--- config.mk ---
export PLATFORM = sky130hd
export DESIGN_NAME = mem_arbiter
export DESIGN_NICKNAME = d
export VERILOG_FILES = /design/src/rtl/mem_arbiter.sv
export SDC_FILE = /design/constraint.sdc
export NUM_CORES = 1
export LEC_CHECK = 0
export ABC_AREA = 1
export BUFFER_PORTS_ARGS = -buffer_cell sky130_fd_sc_hd__buf_2
export CORE_AREA = 4 4 119 121
export CTS_CLUSTER_SIZE = 30
export DETAILED_ROUTE_END_ITERATION = 10
export DIE_AREA = 0 0 123 125
export PLACE_DENSITY = 0.72
export SETUP_SLACK_MARGIN = 0.02
export SYNTH_ARGS = -nofsm -noshare
export SYNTH_HDL_FRONTEND = slang
export SYNTH_SLANG_ARGS = --single-unit
--- constraint.sdc ---
create_clock -name clk -period 1.8 [get_ports clk]
set_clock_uncertainty 0.05 [all_clocks]
set_input_delay 0.18 -clock clk [delete_from_list [all_inputs] [get_ports clk]]
set_output_delay 0.18 -clock clk [all_outputs]
set_load 0.01 [all_outputs]
--- src/rtl/mem_arbiter.sv ---
// Two-master, one-slave round-robin arbiter sharing one memory slave between
// the CPU instruction and data ports, with a watchdog that completes any access
// the slave leaves unanswered.
module mem_arbiter #(
  parameter int unsigned TIMEOUT = 1024
) (
  input  logic        clk,
  input  logic        rst,

  input  logic        imemory_valid,
  input  logic        imemory_instr,
  input  logic [31:0] imemory_addr,
  input  logic [31:0] imemory_wdata,
  input  logic [3:0]  imemory_wstrb,
  output logic [31:0] imemory_rdata,
  output logic        imemory_ready,

  input  logic        dmemory_valid,
  input  logic        dmemory_instr,
  input  logic [31:0] dmemory_addr,
  input  logic [31:0] dmemory_wdata,
  input  logic [3:0]  dmemory_wstrb,
  output logic [31:0] dmemory_rdata,
  output logic        dmemory_ready,

  output logic        slave_valid,
  output logic        slave_instr,
  output logic [31:0] slave_addr,
  output logic [31:0] slave_wdata,
  output logic [3:0]  slave_wstrb,
  input  logic [31:0] slave_rdata,
  input  logic        slave_ready,

  output logic        timeout_err
);

  typedef enum logic [1:0] {StIdle, StGrantI, StGrantD} state_e;

  // Counter value seen in the TIMEOUT-th cycle of slave_valid.
  localparam logic [15:0] TimeoutLast = 16'(TIMEOUT - 32'd1);
  localparam bit          WdogEn      = (TIMEOUT != 32'd0);

  state_e      state_q;
  logic        last_d_q;
  logic [15:0] cnt_q;
  logic        slave_valid_q;
  logic        slave_instr_q;
  logic [31:0] slave_addr_q;
  logic [31:0] slave_wdata_q;
  logic [3:0]  slave_wstrb_q;

  logic grant_i;
  logic grant_d;
  logic expire;

  // Outputs are gated by rst so a reset mid-grant never leaks a ready pulse.
  always_comb begin
    grant_i       = (state_q == StGrantI) && !rst;
    grant_d       = (state_q == StGrantD) && !rst;
    // A real slave response always beats the watchdog.
    expire        = WdogEn && (grant_i || grant_d) && !slave_ready && (cnt_q == TimeoutLast);
    imemory_ready = grant_i && (slave_ready || expire);
    dmemory_ready = grant_d && (slave_ready || expire);
    imemory_rdata = (grant_i && slave_ready) ? slave_rdata : 32'd0;
    dmemory_rdata = (grant_d && slave_ready) ? slave_rdata : 32'd0;
    timeout_err   = expire;
  end

  assign slave_valid = slave_valid_q;
  assign slave_instr = slave_instr_q;
  assign slave_addr  = slave_addr_q;
  assign slave_wdata = slave_wdata_q;
  assign slave_wstrb = slave_wstrb_q;

  // Arbitration FSM: grant in IDLE, hold the latched request until completion.
  always_ff @(posedge clk) begin
    if (rst) begin
      state_q       <= StIdle;
      last_d_q      <= 1'b0;
      cnt_q         <= 16'd0;
      slave_valid_q <= 1'b0;
      slave_instr_q <= 1'b0;
      slave_addr_q  <= 32'd0;
      slave_wdata_q <= 32'd0;
      slave_wstrb_q <= 4'd0;
    end else begin
      case (state_q)
        StIdle: begin
          // Data wins a tie unless it was the last owner.
          if (dmemory_valid && (!imemory_valid || !last_d_q)) begin
            slave_valid_q <= 1'b1;
            slave_instr_q <= dmemory_instr;
            slave_addr_q  <= dmemory_addr;
            slave_wdata_q <= dmemory_wdata;
            slave_wstrb_q <= dmemory_wstrb;
            last_d_q      <= 1'b1;
            cnt_q         <= 16'd0;
            state_q       <= StGrantD;
          end else if (imemory_valid) begin
            slave_valid_q <= 1'b1;
            slave_instr_q <= imemory_instr;
            slave_addr_q  <= imemory_addr;
            slave_wdata_q <= imemory_wdata;
            slave_wstrb_q <= imemory_wstrb;
            last_d_q      <= 1'b0;
            cnt_q         <= 16'd0;
            state_q       <= StGrantI;
          end
        end
        StGrantI, StGrantD: begin
          if (slave_ready || expire) begin
            slave_valid_q <= 1'b0;
            state_q       <= StIdle;
          end else begin
            cnt_q <= cnt_q + 16'd1;
          end
        end
        default: begin
          slave_valid_q <= 1'b0;
          state_q       <= StIdle;
        end
      endcase
    end
  end

endmodule

# After elaboration in Yosys (flattened, before gate mapping)
# Cells that the tools add are included.
totals:
  reg_bits: 89
  elab_cells: 62
op_classes:
  add_sub_neg: 1
  n_eq_ne: 6
  muxes: 24
  reduce_logical: 23
ops:
  columns: ["cell", "n"]
  rows:
  - ["2-to-1 mux 32 bit", 6]
  - ["2-to-1 mux 16 bit", 3]
  - ["case mux 16 bit (2 select lines)", 1]
  - ["adder 16 x 1 -> 16 bit, second input constant", 1]
  - ["== test 16 x 10 -> 1 bit, second input constant", 1]
  - ["logical AND 1 bit", 9]
  - ["2-to-1 mux 4 bit", 2]
  - ["2-to-1 mux 1 bit", 7]
  - ["2-to-1 mux 2 bit", 3]
  - ["logical NOT 1 bit", 4]
  - ["!= test 2 bit, second input constant", 2]
  - ["case mux 2 bit (2 select lines)", 1]
  - ["AND reduction 2 bit", 2]
  - ["nonzero test 2 bit", 2]
  - ["logical OR 1 bit", 3]
  - ["!= test 3 bit, second input constant", 1]
  - ["AND reduction 3 bit", 1]
  - ["== test 2 x 1 -> 1 bit, second input constant", 1]
  - ["== test 2 bit, second input constant", 1]
  - ["logical NOT 2 bit", 1]
  - ["case mux 1 bit (2 select lines)", 1]
  - ["OR reduction 2 bit", 1]

# Depth between registers and ports, before layout
depth:
  depth_word: 8
  mapped_depth: 12

# Worst setup path after synthesis
# Ideal clock, no wire load.
synth_timing:
  kind: "flip-flop to flip-flop"
  start: "register cnt_q[0]"
  end: "register cnt_q[12]"
  setup_ns: 0.114
  arrival_time_ns: 1.579
  required_ns: 1.636
  path_slack_ns: 0.057
  path_stages_with_launch: 13
  period_less_slack_ns: 1.743
  cell_sequence: "dfxtp_1 ha_1 nand2_2 inv_2 nand2_2 nor2_4 nand3_2 nand3_4 nand2_4 buf_6 buf_6 a21oi_2 nor2_1"
synth_via:
  elab_chain_len: 5
  word_cells_on_any_way: 8
synth_lines:
  columns: ["item", "line", "source"]
  rows:
  - ["start, declared", "45", "logic [15:0] cnt_q;"]
  - ["start signal, assigned", "115", "cnt_q <= cnt_q + 16'd1;"]
  - ["parallel branches: the longest is 5 deep, another holds adder 16 x 1 -> 16 bit", null, null]
# Parallel ways; which one is timed is not known. The select of a mux whose other input is x is not followed.
# A chain may end at the register's enable or synchronous reset.

# Final worst setup path
layout_timing:
  start: "register cnt_q[0]"
  end: "output imemory_ready"
layout_via:
  elab_chain_len: 4
layout_lines:
  columns: ["item", "line", "source"]
  rows:
  - ["== test 16 x 10 -> 1 bit", "61", "expire = WdogEn && (grant_i || grant_d) && !slave_ready && (cnt_q == TimeoutLast);"]
  - ["logical AND 1 bit", "61", null]
  - ["logical OR 1 bit", "62", "imemory_ready = grant_i && (slave_ready || expire);"]
  - ["logical AND 1 bit", "62", null]
  - ["end, declared", "16", "output logic imemory_ready,"]
# No other way between the ends.

==> results.sh <==
export IMPL_status="finished, violations left"
export IMPL_violations="setup timing"
export IMPL_p_sw_mw=2.22
export IMPL_min_period_ns=1.82
export IMPL_initial_utilization_pct=35.4
export IMPL_ir_worst_vdd_mv=0.465
export IMPL_clock_sinks=89
export IMPL_grt_pass1_wl_um=25700
export IMPL_power_per_cell_area_mw_per_mm2=906
export IMPL_die_y_um=125
export IMPL_yosys_top_cells_count="201 x nand2_1, 101 x nor2_1, 89 x dfxtp_1, 69 x a31oi_1, 69 x o21ai_0"
export IMPL_worst_slew_margin_rel_pct=65.9
export IMPL_grt_use_total_pct=20.7
export IMPL_min_path_type="in -> reg"
export IMPL_hold_violations=0
export IMPL_crit_arrival_ns=1.59
export IMPL_fillCellCount=1293
export IMPL_fin_crit_sh_pct=101
export IMPL_rsz0062_at_grt="true"
export IMPL_r2r_start="cnt_q[0]$_SDFFE_PP0P_"
export IMPL_clockBufferDepth=2
export IMPL_synth_cell_type_count=29
export IMPL_cts_root_buffer="clkbuf_16"
export IMPL_crit_required_ns=1.57
export IMPL_antenna_found_initial=0
export IMPL_yosys_area_top_type="dfxtp_1"
export IMPL_drv_cap=0
export IMPL_die_w_um=123
export IMPL_syn_inst=717
export IMPL_crit_path_start_kind="flip-flop"
export IMPL_antenna_cells=0
export IMPL_power_mw=6.48
export IMPL_reg2reg_to="cnt_q[1]$_SDFFE_PP0P_"
export IMPL_cts_tree="done"
export IMPL_ys_seq_elements=89
export IMPL_yosysSeqAreaShare_pct=38.4
export IMPL_hold_depth=3
export IMPL_netlist_top_cells_area="dfxtp_1 38%, nand2_1 16%, a31oi_1 9.3%, nor2_1 8.2%, o21ai_0 7.4%"
export IMPL_viasPerCell=4.82
export IMPL_swShare_pct=34.2
export IMPL_place_hpwl_um=13000
export IMPL_synth_top_area_share_pct=38.4
export IMPL_combPwrFrac_pct=32.0
export IMPL_rows=42
export IMPL_antenna_left=0
export IMPL_wl_per_cell_um=14.5
export IMPL_fmax_ghz=0.550
export IMPL_grt_max_degree=55
export IMPL_finalWirelength_um=17600
export IMPL_seqPwrFrac_pct=37.5
export IMPL_hold_path_startpoint="imemory_wdata[25]"
export IMPL_slew_viol_final=0
export IMPL_ff2ff_path_depth=13
export IMPL_tns_ns=-0.0196
export IMPL_grt_overflow=0
export IMPL_dieArea_mm2=0.0154
export IMPL_dr_total_vias=5855
export IMPL_firstDrtPassIters=4
export IMPL_first_iter_violations=329
export IMPL_clkSlewWorstSetupHoldPaths_ns=0.07
export IMPL_synthFlopType="dfxtp_1"
export IMPL_portBuffers=311
export IMPL_htreeDepth=3
export IMPL_min_to="slave_wdata[25]$_SDFFE_PP0P_"
export IMPL_layout_drive_gt1_share_pct=40.4
export IMPL_syn_num_nets=896
export IMPL_synth_edf_count=0
export IMPL_fin_util_pct=54.7
export IMPL_p_clk_share_pct=30.5
export IMPL_syn_avg_cell_area_um2=6.47
export IMPL_synthArstFlopShare_pct=0
export IMPL_gp_congestion=0.920
export IMPL_yosysMostFrequentCell="nand2_1"
export IMPL_grt_pass1_vias=5177
export IMPL_coreArea_mm2=0.0131
export IMPL_final_net_count=1212
export IMPL_layout_setup_ws_ns=-0.0175
export IMPL_path_max_fanout=3
export IMPL_clock_latency_ns=0.33
export IMPL_r2r_slack_ns=0
export IMPL_ios=312
export IMPL_endpoint_kind="output pin"
export IMPL_tightest_slew_ns=0.511
export IMPL_areaGrowthSynthToFinish_pct=54.4
export IMPL_cts_buffers=9
export IMPL_ctsHoldBuffers=0
export IMPL_netlist_area_mm2=0.00464
export IMPL_yosysWarnings=0
export IMPL_finalSetupViolations=3
export IMPL_drc=0
export IMPL_path_class="reg -> out"
export IMPL_power_leakage_nw=3.80
export IMPL_power_internal_mw=4.27
logic make-up (layout without fill, tap and decap cells):
logic type | after synthesis | after routing | share of synthesized area (%)
AND/OR/NAND/NOR | 351 | 352 | 30.7
adder cells (fa/ha/maj) | 4 | 4 | 1.08
buffers and inverters | 111 | 431 | 9.88
AO/OA/AOI/OAI | 160 | 160 | 19.5
XOR/XNOR | 2 | 2 | 0.378
flip-flops | 89 | 89 | 38.4
power groups by stage:
stage	sequential [mW]	combinational [mW]	clock, mW
floorplan	2.56	0.930	0
global placement	2.45	1.85	0
detailed placement	2.45	1.87	0
CTS	2.42	1.89	2.01
global route	2.47	2.28	2.11
finish	2.43	2.08	1.98
timing repair:
item / CTS / global route
buffers inserted: 6 / 5
resized for setup: 18 / 31
pin swaps: 6 / 19
setup endpoints to repair: 34 / 48
cloned: 0 / 3
worst max-delay path by stage:
stage / slack [ns] / start / endpoint / cells past startpoint
CTS: 0.03 / cnt_q[1]$_SDFFE_PP0P_ / dmemory_ready / 10
detailed placement: 0.08 / cnt_q[1]$_SDFFE_PP0P_ / cnt_q[15]$_SDFFE_PP0P_ / 12
floorplan: 0.06 / cnt_q[0]$_SDFFE_PP0P_ / cnt_q[12]$_SDFFE_PP0P_ / 12
global placement: 0.11 / cnt_q[1]$_SDFFE_PP0P_ / cnt_q[15]$_SDFFE_PP0P_ / 12
finish: -0.02 / cnt_q[0]$_SDFFE_PP0P_ / imemory_ready / 10
global route: -0.11 / cnt_q[0]$_SDFFE_PP0P_ / dmemory_ready / 10
critical path: stages (launching register included):
cell and delay [ns]:
dfxtp_2 0.36, ha_4 0.15, nand2_4 0.06, inv_4 0.07, nand2_4 0.05, nor2_4 0.11
nand3_2 0.10, nand2_2 0.09, inv_2 0.03, nor2_1 0.08, buf_2 0.14
sequential cells by signal (all words and copies together), names as in the netlist:
register     count
state_q          2
slave_wdata     32
slave_wstrb      4
slave_addr      32
last_d_q         1
slave_valid      1
slave_instr      1
cnt_q           16
stage by stage:
stage / hold slack, ns / instances / setup slack [ns] / area, um^2
final: 0.0473 / 1214 / -0.0175 / 7160
after global routing: 0.0454 / 1214 / -0.110 / 7160
after CTS: 0.0355 / 1206 / 0.0257 / 6930
after detailed placement: 0.399 / 1185 / 0.0781 / 6530
after global placement: 0.397 / 1185 / 0.111 / 6530
after floorplan: 0.291 / 717 / 0.0572 / 4640
cell type report:
type                            count  area, um^2  area share, %
Clock inverter                      7        83.8           1.17
Sequential cell                    89        1790           25.1
Multi-Input combinational cell    518        2560           35.8
Tap cell                          176         220           3.08
Clock buffer                        9         225           3.15
Timing Repair Buffer              356        2040           28.5
Inverter                           59         229           3.20
layer usage:
metal	part of all wire (%)	routed length, um	vias to the layer above	global-route usage, %
li1	-	-	2974	-
met1	39	6850	2579	24.2
met2	50	8720	270	36.4
met3	8.9	1570	32	5.69
met4	2.7	472	0	6.25
met5	0	0	-	0
cells in the final DEF, fill, tap and decap left out, types with 2 or more instances in the layout:
cell / instances
nand2_2: 2
nand2_1: 199
nand2_8: 2
dfxtp_1: 83
buf_2: 310
nand3_1: 25
buf_4: 34
a21oi_4: 2
a31oi_1: 69
ha_4: 3
nor3_1: 4
buf_6: 2
nand2_4: 3
a21oi_1: 8
inv_2: 4
a21oi_2: 10
dfxtp_4: 2
buf_12: 8
o21ai_0: 69
dfxtp_2: 4
nor2_2: 3
nand4_1: 7
inv_1: 52
nor2_1: 98
inv_4: 3
clkbuf_16: 11
nand3_2: 6
inv_6: 4
No activity file was read; power rests on OpenSTA's default activity.
